File: config.mk
export PLATFORM = sky130hd
export DESIGN_NAME = biquad8_coeff_loader
export DESIGN_NICKNAME = d
export VERILOG_FILES = /design/src/rtl/biquad8_coeff_loader.sv
export SDC_FILE = /design/constraint.sdc
export NUM_CORES = 1
export LEC_CHECK = 0
export CAP_MARGIN = 20
export CORE_ASPECT_RATIO = 1.5
export CORE_MARGIN = 5
export CORE_UTILIZATION = 49
export DETAILED_ROUTE_END_ITERATION = 8
export PLACE_DENSITY = 0.66
export SYNTH_ARGS = -nofsm -noshare
export SYNTH_HDL_FRONTEND = slang
export SYNTH_SLANG_ARGS = --single-unit
File: constraint.sdc
create_clock -name clk -period 9.23 [get_ports clk]
set_input_delay 2.769 -clock clk [delete_from_list [all_inputs] [get_ports clk]]
set_output_delay 2.769 -clock clk [all_outputs]
set_load 0.02 [all_outputs]
File: src/rtl/biquad8_coeff_loader.sv
// Coefficient shadow store and reverse-order replay sequencer for the biquad8 notch chain.
// Host writes land in a shadow; a commit streams them onto the chain bus and pulses update.
module biquad8_coeff_loader #(
    parameter int unsigned WR_HOLD = 16,
    parameter int unsigned GAP     = 1
) (
    input  logic        clk,
    input  logic        rst,
    input  logic [7:0]  host_adr_i,
    input  logic [17:0] host_dat_i,
    input  logic        host_wr_i,
    output logic [17:0] host_rd_dat_o,
    output logic        host_err_o,
    input  logic        commit_i,
    output logic        busy_o,
    output logic        done_o,
    output logic [7:0]  coeff_adr_o,
    output logic [17:0] coeff_dat_o,
    output logic        coeff_wr_o,
    output logic        coeff_update_o
);
    localparam int unsigned AW       = 8;
    localparam int unsigned DW       = 18;
    localparam int unsigned NCOEF    = 23;
    localparam int unsigned IW       = 5;
    localparam int unsigned CNT_MAX  = (WR_HOLD > GAP) ? WR_HOLD : GAP;
    localparam int unsigned CW       = $clog2(CNT_MAX + 1);
    localparam logic [IW-1:0] LAST_IDX = IW'(NCOEF - 1);

    typedef enum logic [2:0] {
        S_IDLE, S_LOAD, S_WRITE, S_GAP, S_UPDATE
    } state_t;

    // Shadow slots are stored in replay order: slot i is the i-th coefficient sent.
    function automatic logic [AW-1:0] slot_adr(input logic [IW-1:0] s);
        if (s <= IW'(8))       return AW'(24) - AW'(s);
        else if (s <= IW'(16)) return AW'(16) - AW'(s);
        else if (s <= IW'(20)) return AW'(52) - AW'(s);
        else                   return AW'(70) - AW'(s);
    endfunction

    // Returns {mapped, slot} for a chain address.
    function automatic logic [IW:0] adr_slot(input logic [AW-1:0] a);
        if (a >= AW'(16) && a <= AW'(24)) return {1'b1, IW'(AW'(24) - a)};
        if (a <= AW'(7))                  return {1'b1, IW'(AW'(16) - a)};
        if (a >= AW'(32) && a <= AW'(35)) return {1'b1, IW'(AW'(52) - a)};
        if (a == AW'(48) || a == AW'(49)) return {1'b1, IW'(AW'(70) - a)};
        return '0;
    endfunction

    logic [DW-1:0] shadow_q [NCOEF];
    logic [DW-1:0] rd_dat_q;
    logic          err_q;
    logic          host_map_c;
    logic [IW-1:0] host_slot_c;

    state_t        state_q;
    logic [IW-1:0] idx_q;
    logic [CW-1:0] cnt_q;
    logic          busy_q;
    logic          done_q;
    logic          upd_q;
    logic          wr_q;
    logic [AW-1:0] adr_q;
    logic [DW-1:0] dat_q;

    assign {host_map_c, host_slot_c} = adr_slot(host_adr_i);

    // Host port: writes only while idle; error pulse on busy or unmapped write.
    always_ff @(posedge clk) begin
        if (rst) begin
            shadow_q <= '{default: '0};
            rd_dat_q <= '0;
            err_q    <= 1'b0;
        end else begin
            err_q    <= host_wr_i && (busy_q || !host_map_c);
            rd_dat_q <= host_map_c ? shadow_q[host_slot_c] : '0;
            if (host_wr_i && !busy_q && host_map_c) begin
                shadow_q[host_slot_c] <= host_dat_i;
            end
        end
    end

    // Replay sequencer; LOAD samples the shadow at the end of its clock so a
    // same-edge write with commit is already visible.
    always_ff @(posedge clk) begin
        if (rst) begin
            state_q <= S_IDLE;
            idx_q   <= '0;
            cnt_q   <= '0;
            busy_q  <= 1'b0;
            done_q  <= 1'b0;
            upd_q   <= 1'b0;
            wr_q    <= 1'b0;
            adr_q   <= '0;
            dat_q   <= '0;
        end else begin
            case (state_q)
                S_IDLE: begin
                    if (commit_i) begin
                        state_q <= S_LOAD;
                        busy_q  <= 1'b1;
                        idx_q   <= '0;
                        cnt_q   <= '0;
                    end
                end
                S_LOAD: begin
                    adr_q   <= slot_adr(idx_q);
                    dat_q   <= shadow_q[idx_q];
                    wr_q    <= 1'b1;
                    cnt_q   <= '0;
                    state_q <= S_WRITE;
                end
                S_WRITE: begin
                    if (cnt_q == CW'(WR_HOLD - 1)) begin
                        wr_q    <= 1'b0;
                        cnt_q   <= '0;
                        state_q <= S_GAP;
                    end else begin
                        cnt_q <= cnt_q + CW'(1);
                    end
                end
                S_GAP: begin
                    if (cnt_q == CW'(GAP - 1)) begin
                        cnt_q <= '0;
                        if (idx_q == LAST_IDX) begin
                            state_q <= S_UPDATE;
                            upd_q   <= 1'b1;
                            done_q  <= 1'b1;
                        end else begin
                            idx_q   <= idx_q + IW'(1);
                            state_q <= S_LOAD;
                        end
                    end else begin
                        cnt_q <= cnt_q + CW'(1);
                    end
                end
                S_UPDATE: begin
                    upd_q   <= 1'b0;
                    done_q  <= 1'b0;
                    busy_q  <= 1'b0;
                    idx_q   <= '0;
                    state_q <= S_IDLE;
                end
                default: state_q <= S_IDLE;
            endcase
        end
    end

    assign host_rd_dat_o  = rd_dat_q;
    assign host_err_o     = err_q;
    assign busy_o         = busy_q;
    assign done_o         = done_q;
    assign coeff_adr_o    = adr_q;
    assign coeff_dat_o    = dat_q;
    assign coeff_wr_o     = wr_q;
    assign coeff_update_o = upd_q;
endmodule

Word-level counts from Yosys, hierarchy flattened:

Cells that the tools add are included.
W data, S select, Z words.

* RAM bits: 0
* latch bits: 0
* output and inout port bits: 49
* register bits: 475
* ROM bits: 0
* memories kept: 0
* bits of input ports: 30

* div/mod/pow operators: 0
* reduce and logical (&&, ||, !) cells: 24
* shift-type cells: 0
* mux-type cells: 49
* bitwise logic cells: 3
* equality and inequality tests: 13
* order comparisons: 11
* $mul: 0
* add/sub/neg operators: 10

Operators by type and width (count)
* $bwmux W414: 1
* $bmux W18 S5: 2
* $demux W18 S5: 1
* $mux W18: 5
* $mux W6: 8
* $mux W5: 5
* $mux W8: 3
* $pmux W5 S4: 1
* $eq A8 B6 Y1 const B: 2
* $pmux W5 S3: 1
* $sub A5 B5 Y5 const A: 3
* $mux W1: 14
* $ge A6 B6 Y1 const B: 2
* $mux W3: 4
* $not A5 Y6: 2
* $pmux W3 S4: 1
* $sub A5 B5 Y6 const A: 2
* $add A5 B1 Y5 const B: 2
* $le A5 B5 Y1 const B: 2
* $ne A2 B2 Y1 const B: 5
* $ge A8 B5 Y1 const B: 1
* $ge A8 B6 Y1 const B: 1
* $le A8 B3 Y1 const B: 1
* $le A8 B5 Y1 const B: 1
* other kinds (25): 40

Depth between registers and ports, before layout:

* depth after elaboration: 19
* mapped depth: 15
* gate-level depth less buffers: 10

Worst setup path before layout:

OpenSTA, ideal clock, no wires.

* path type: input to register
* start point: input host_adr_i[0]
* end point: register rd_dat_q[1], in the netlist host_rd_dat_o[1]
* stages: 10
* data arrival time: 5.110 ns
* buffers on the path: 3
* setup slack: 3.989 ns
* cells stage by stage: inv_1 > ha_1 > nor2_1 > a311o_1 > buf_2 > buf_2 > buf_1 > mux4_2 > a22oi_1 > a31oi_1

* word-level cells in the longest chain between the ends: 14

RTL lines
* start, declared: RTL line 9 `input logic [7:0] host_adr_i,`
* parallel branches: the longest is 9 deep, another holds $sub A5 B5 Y5
* $mux W6 (*): RTL line 45 `if (a <= AW'(7)) return {1'b1, IW'(AW'(16) - a)};`
* $not A5 Y6 (not written as such): RTL line 77 `rd_dat_q <= host_map_c ? shadow_q[host_slot_c] : '0;`
* $bmux W18 S5: RTL line 77
* $mux W18 (not written as such) (2 in series): RTL line 77
* end signal, assigned: RTL line 77
* end, declared: RTL line 52 `logic [DW-1:0] rd_dat_q;`

Mark *: on every way between the ends. The select of a mux whose other input is x is not followed.
A chain may end at the register's enable or synchronous reset.

Final worst setup path:

* start point: input host_adr_i[0]
* end point: register rd_dat_q[9], in the netlist host_rd_dat_o[9]

The elaborated chain is that of the path after synthesis.

==> qor.yml <==
logic_synthesis:
  synth-xor-area-share: 0.00220
  synthMuxAreaShare: 0.196
  syn_area_mm2: 0.0239
  synth-seq-cells: 475
  synth_cell_type_count: 71
  avgSynthCellArea_um2: 8.51
  synth_top_family_by_area: "multiplexers"
  yosys.area.top_type: "dfxtp_1"
  synth_edf_count: 0
  yosysSeqAreaShare: 0.399
  ys_warn_count: 0
  ys_top_cells_by_area: "dfxtp_1 40%, mux4_2 12%, nand2_1 12%"
  synthArstFlopShare: 0
  syn_inst: 2803
  synth-simple-area-share: 0.187
  ys.flop_type: "dfxtp_1"
  synth_top_area_share: 0.399
  syn_nets: 2844
  synth_compound_area_frac: 0.161
  synth_adder_area_share: 0.00577
critical_path:
  worstPathArrival_ps: 6830
  crit_type: "input pin to flip-flop"
  r2r_start: "idx_q[0]$_SDFFE_PP0P_"
  crit_chain: "clkdlybuf4s50_1 -> inv_1 -> ha_1 -> nor2_1 -> o31a_1 -> a31o_4 -> buf_4 -> mux4_2 -> a22oi_1 -> a31oi_1"
  worst_path_max_delay_cell: "buf_4"
  endpoint_kind: "flip-flop"
  critPathLaunchType: "input pin"
  crit_fanout: 48
  critical_path_required_ps: 9640
  crit_path_start: "host_adr_i[0]"
  critPathMaxStageDelay_ps: 770
route:
  drt_iter0_drc: 2717
  route.detailed.drc: 0
  totalWireLength_um: 83300
  route.vias.total: 21600
  top_layer_used: "met4"
  viasPerCell: 6.36
  avgRoutedWirePerCell_um: 24.5
  firstDrtPassIters: 6
  route.met2.wl_um: 39000
  m1WireLength_um: 31700
  ant_nets: 0
  wl_met3_um: 7300
placed_design:
  io_buffers: 78
  globalplace.congestion: 0.941
  dpl.hpwl_um: 53700
  dp_slack_ps: 2280
clocking:
  cts_root_buffer: "clkbuf_16"
  cts_max_level: 2
  hold_buffers: 0
  cts_resized: 0
  clk_pin_slew_ps: 60
  cts_tree: "yes"
  cts_buffers: 45
  post_cts_buffers: 0
  clk_path_buf_depth: 3
  clk_latency_ps: 580
  cts_sinks: 475
final_layout:
  nets: 2748
  synthToLayoutAreaGrowth_pct: 10.7
  mostFrequentLayoutCells: "773 x nand2_1, 471 x dfxtp_1, 416 x a21oi_1, 194 x nor2_1, 133 x mux2i_1"
  layout_commonest_cell: "nand2_1"
  drive_gt1_frac: 0.114
sta:
  finalWorstSetupSlack_ps: 2810
  max_freq_mhz: 156
  finClkSkew_ps: 16.0
  period_minus_slack_ps: 6420
  tightest_slew_ps: 1150
  tns_ps: 0
  slew_viol_final: 0
  hold_viol_final: 0
  finalCritPeriodShare: 0.695
  grt_setup_unrepaired: "false"
  slew_headroom: 0.234
  setup_viol: 0
power_and_ir_drop:
  leakage_nw: 8.15
  vdd_drop_max_mv: 0.151
  power_density_mw_per_mm2: 163
global_route:
  grt_max_degree: 124
  grt-ovfl-total: 0
  grt_pass1_wl_um: 126000
  antenna_found_initial: 2
  grt_use_total: 0.302
  grt_pass1_vias: 20600
min_path:
  worstHoldStart: "coeff_adr_o[7]$_SDFFE_PP0P_"
  min_path_type: "flip-flop to flip-flop"
outcome:
  status: "completed"
floorplan:
  num_rows: 99
  core_mm2: 0.0484
  dieArea_mm2: 0.0533
  chipHeight_um: 280
  die_w_um: 190
  pin_count: 79
  start_util: 0.493
run:
  max_cap_violations: 0
[per-stage QoR]
stage          cells  hold slack (ps)  utilization  area, um^2  total power [W]
2_1_floorplan   2803              441            -       23900          0.00230
3_3_place_gp    3308              448        0.511       24700          0.00241
3_5_place_dp    3311              448        0.512       24800          0.00242
4_1_cts         3390              461        0.543       26300          0.00432
5_1_grt         3397              485        0.545       26400          0.00442
6_report        3398              457        0.545       26400          0.00431
[cells in the mapped netlist (3+ instances only)]
cell and count:
a21o_1 5, mux4_1 3, a22o_1 23, a211oi_1 52, dfxtp_1 475, nor2_4 4
nor2_1 197, or3_1 8, nor4_1 6, o21ai_0 31, a31oi_1 11, nand4_1 6
ha_1 11, mux2i_1 133, o211ai_1 14, nor4b_1 3, nor3_1 22, o32ai_1 8
o2bb2ai_1 8, o22ai_1 3, mux2_2 27, xnor2_1 4, clkbuf_1 162, nand3_1 24
and3_1 4, and4_1 5, buf_2 70, buf_1 19, buf_4 11, mux4_2 132
and2_1 15, a21oi_1 416, o31a_1 3, nand2b_1 7, a311oi_1 15, nand2_1 773
a22oi_1 35, inv_1 11, nor3b_1 3, nor2b_1 5
[final timing paths]
check / end / slack, ps / depth (start not counted)
setup / recovery: host_rd_dat_o[9]$_SDFF_PP0_ / 2810 / 10
hold / removal: coeff_adr_o[7]$_SDFFE_PP0P_ / 460 / 2
setup reg to reg: coeff_dat_o[15]$_SDFFE_PP0P_ / 5430 / 8
hold reg to reg: coeff_adr_o[7]$_SDFFE_PP0P_ / 460 / 2
[flip-flops by register name (all words and copies together) (netlist names), 3 cells and up]
register / count
cnt_q: 5
coeff_adr_o: 8
idx_q: 5
coeff_dat_o: 18
state_q: 3
shadow_q: 414
host_rd_dat_o: 18
[critical path: cells and delay by family]
family	cells	cell delay (ps)
compound gates	4	1550
buf+inv	3	1450
simple gates	1	350
fa+ha+maj	1	240
mux	1	420
[power by group]
part | total, W | switching (W) | internal, W
combinational | 0.000306 | 0.000213 | 0.0000924
clock | 0.00193 | 0.000822 | 0.00110
sequential | 0.00208 | 0.0000154 | 0.00206
[per-layer routing]
metal,GRT usage,up-vias
li1,-,9617
met1,0.391,10500
met2,0.480,1221
met3,0.0507,260
met4,0.172,0
met5,0,-
[cell type report]
class                           instances  area (um^2)
Tap cell                              656          821
Sequential cell                       475         9520
Clock inverter                         13          148
Timing Repair Buffer                  120         1240
Multi-Input combinational cell       2054        13300
Antenna cell                            3         7.51
Fill cell                            4419        22000
Inverter                               11         41.3
Clock buffer                           66         1360
[cells by family after synthesis]
family | Yosys count
AND/OR/NAND/NOR | 1096
AO/OA/AOI/OAI | 646
flip-flops | 475
multiplexers | 295
buffers and inverters | 274
adder cells (fa/ha/maj) | 11
XOR/XNOR | 6
Power figures use the tool's default switching activity.
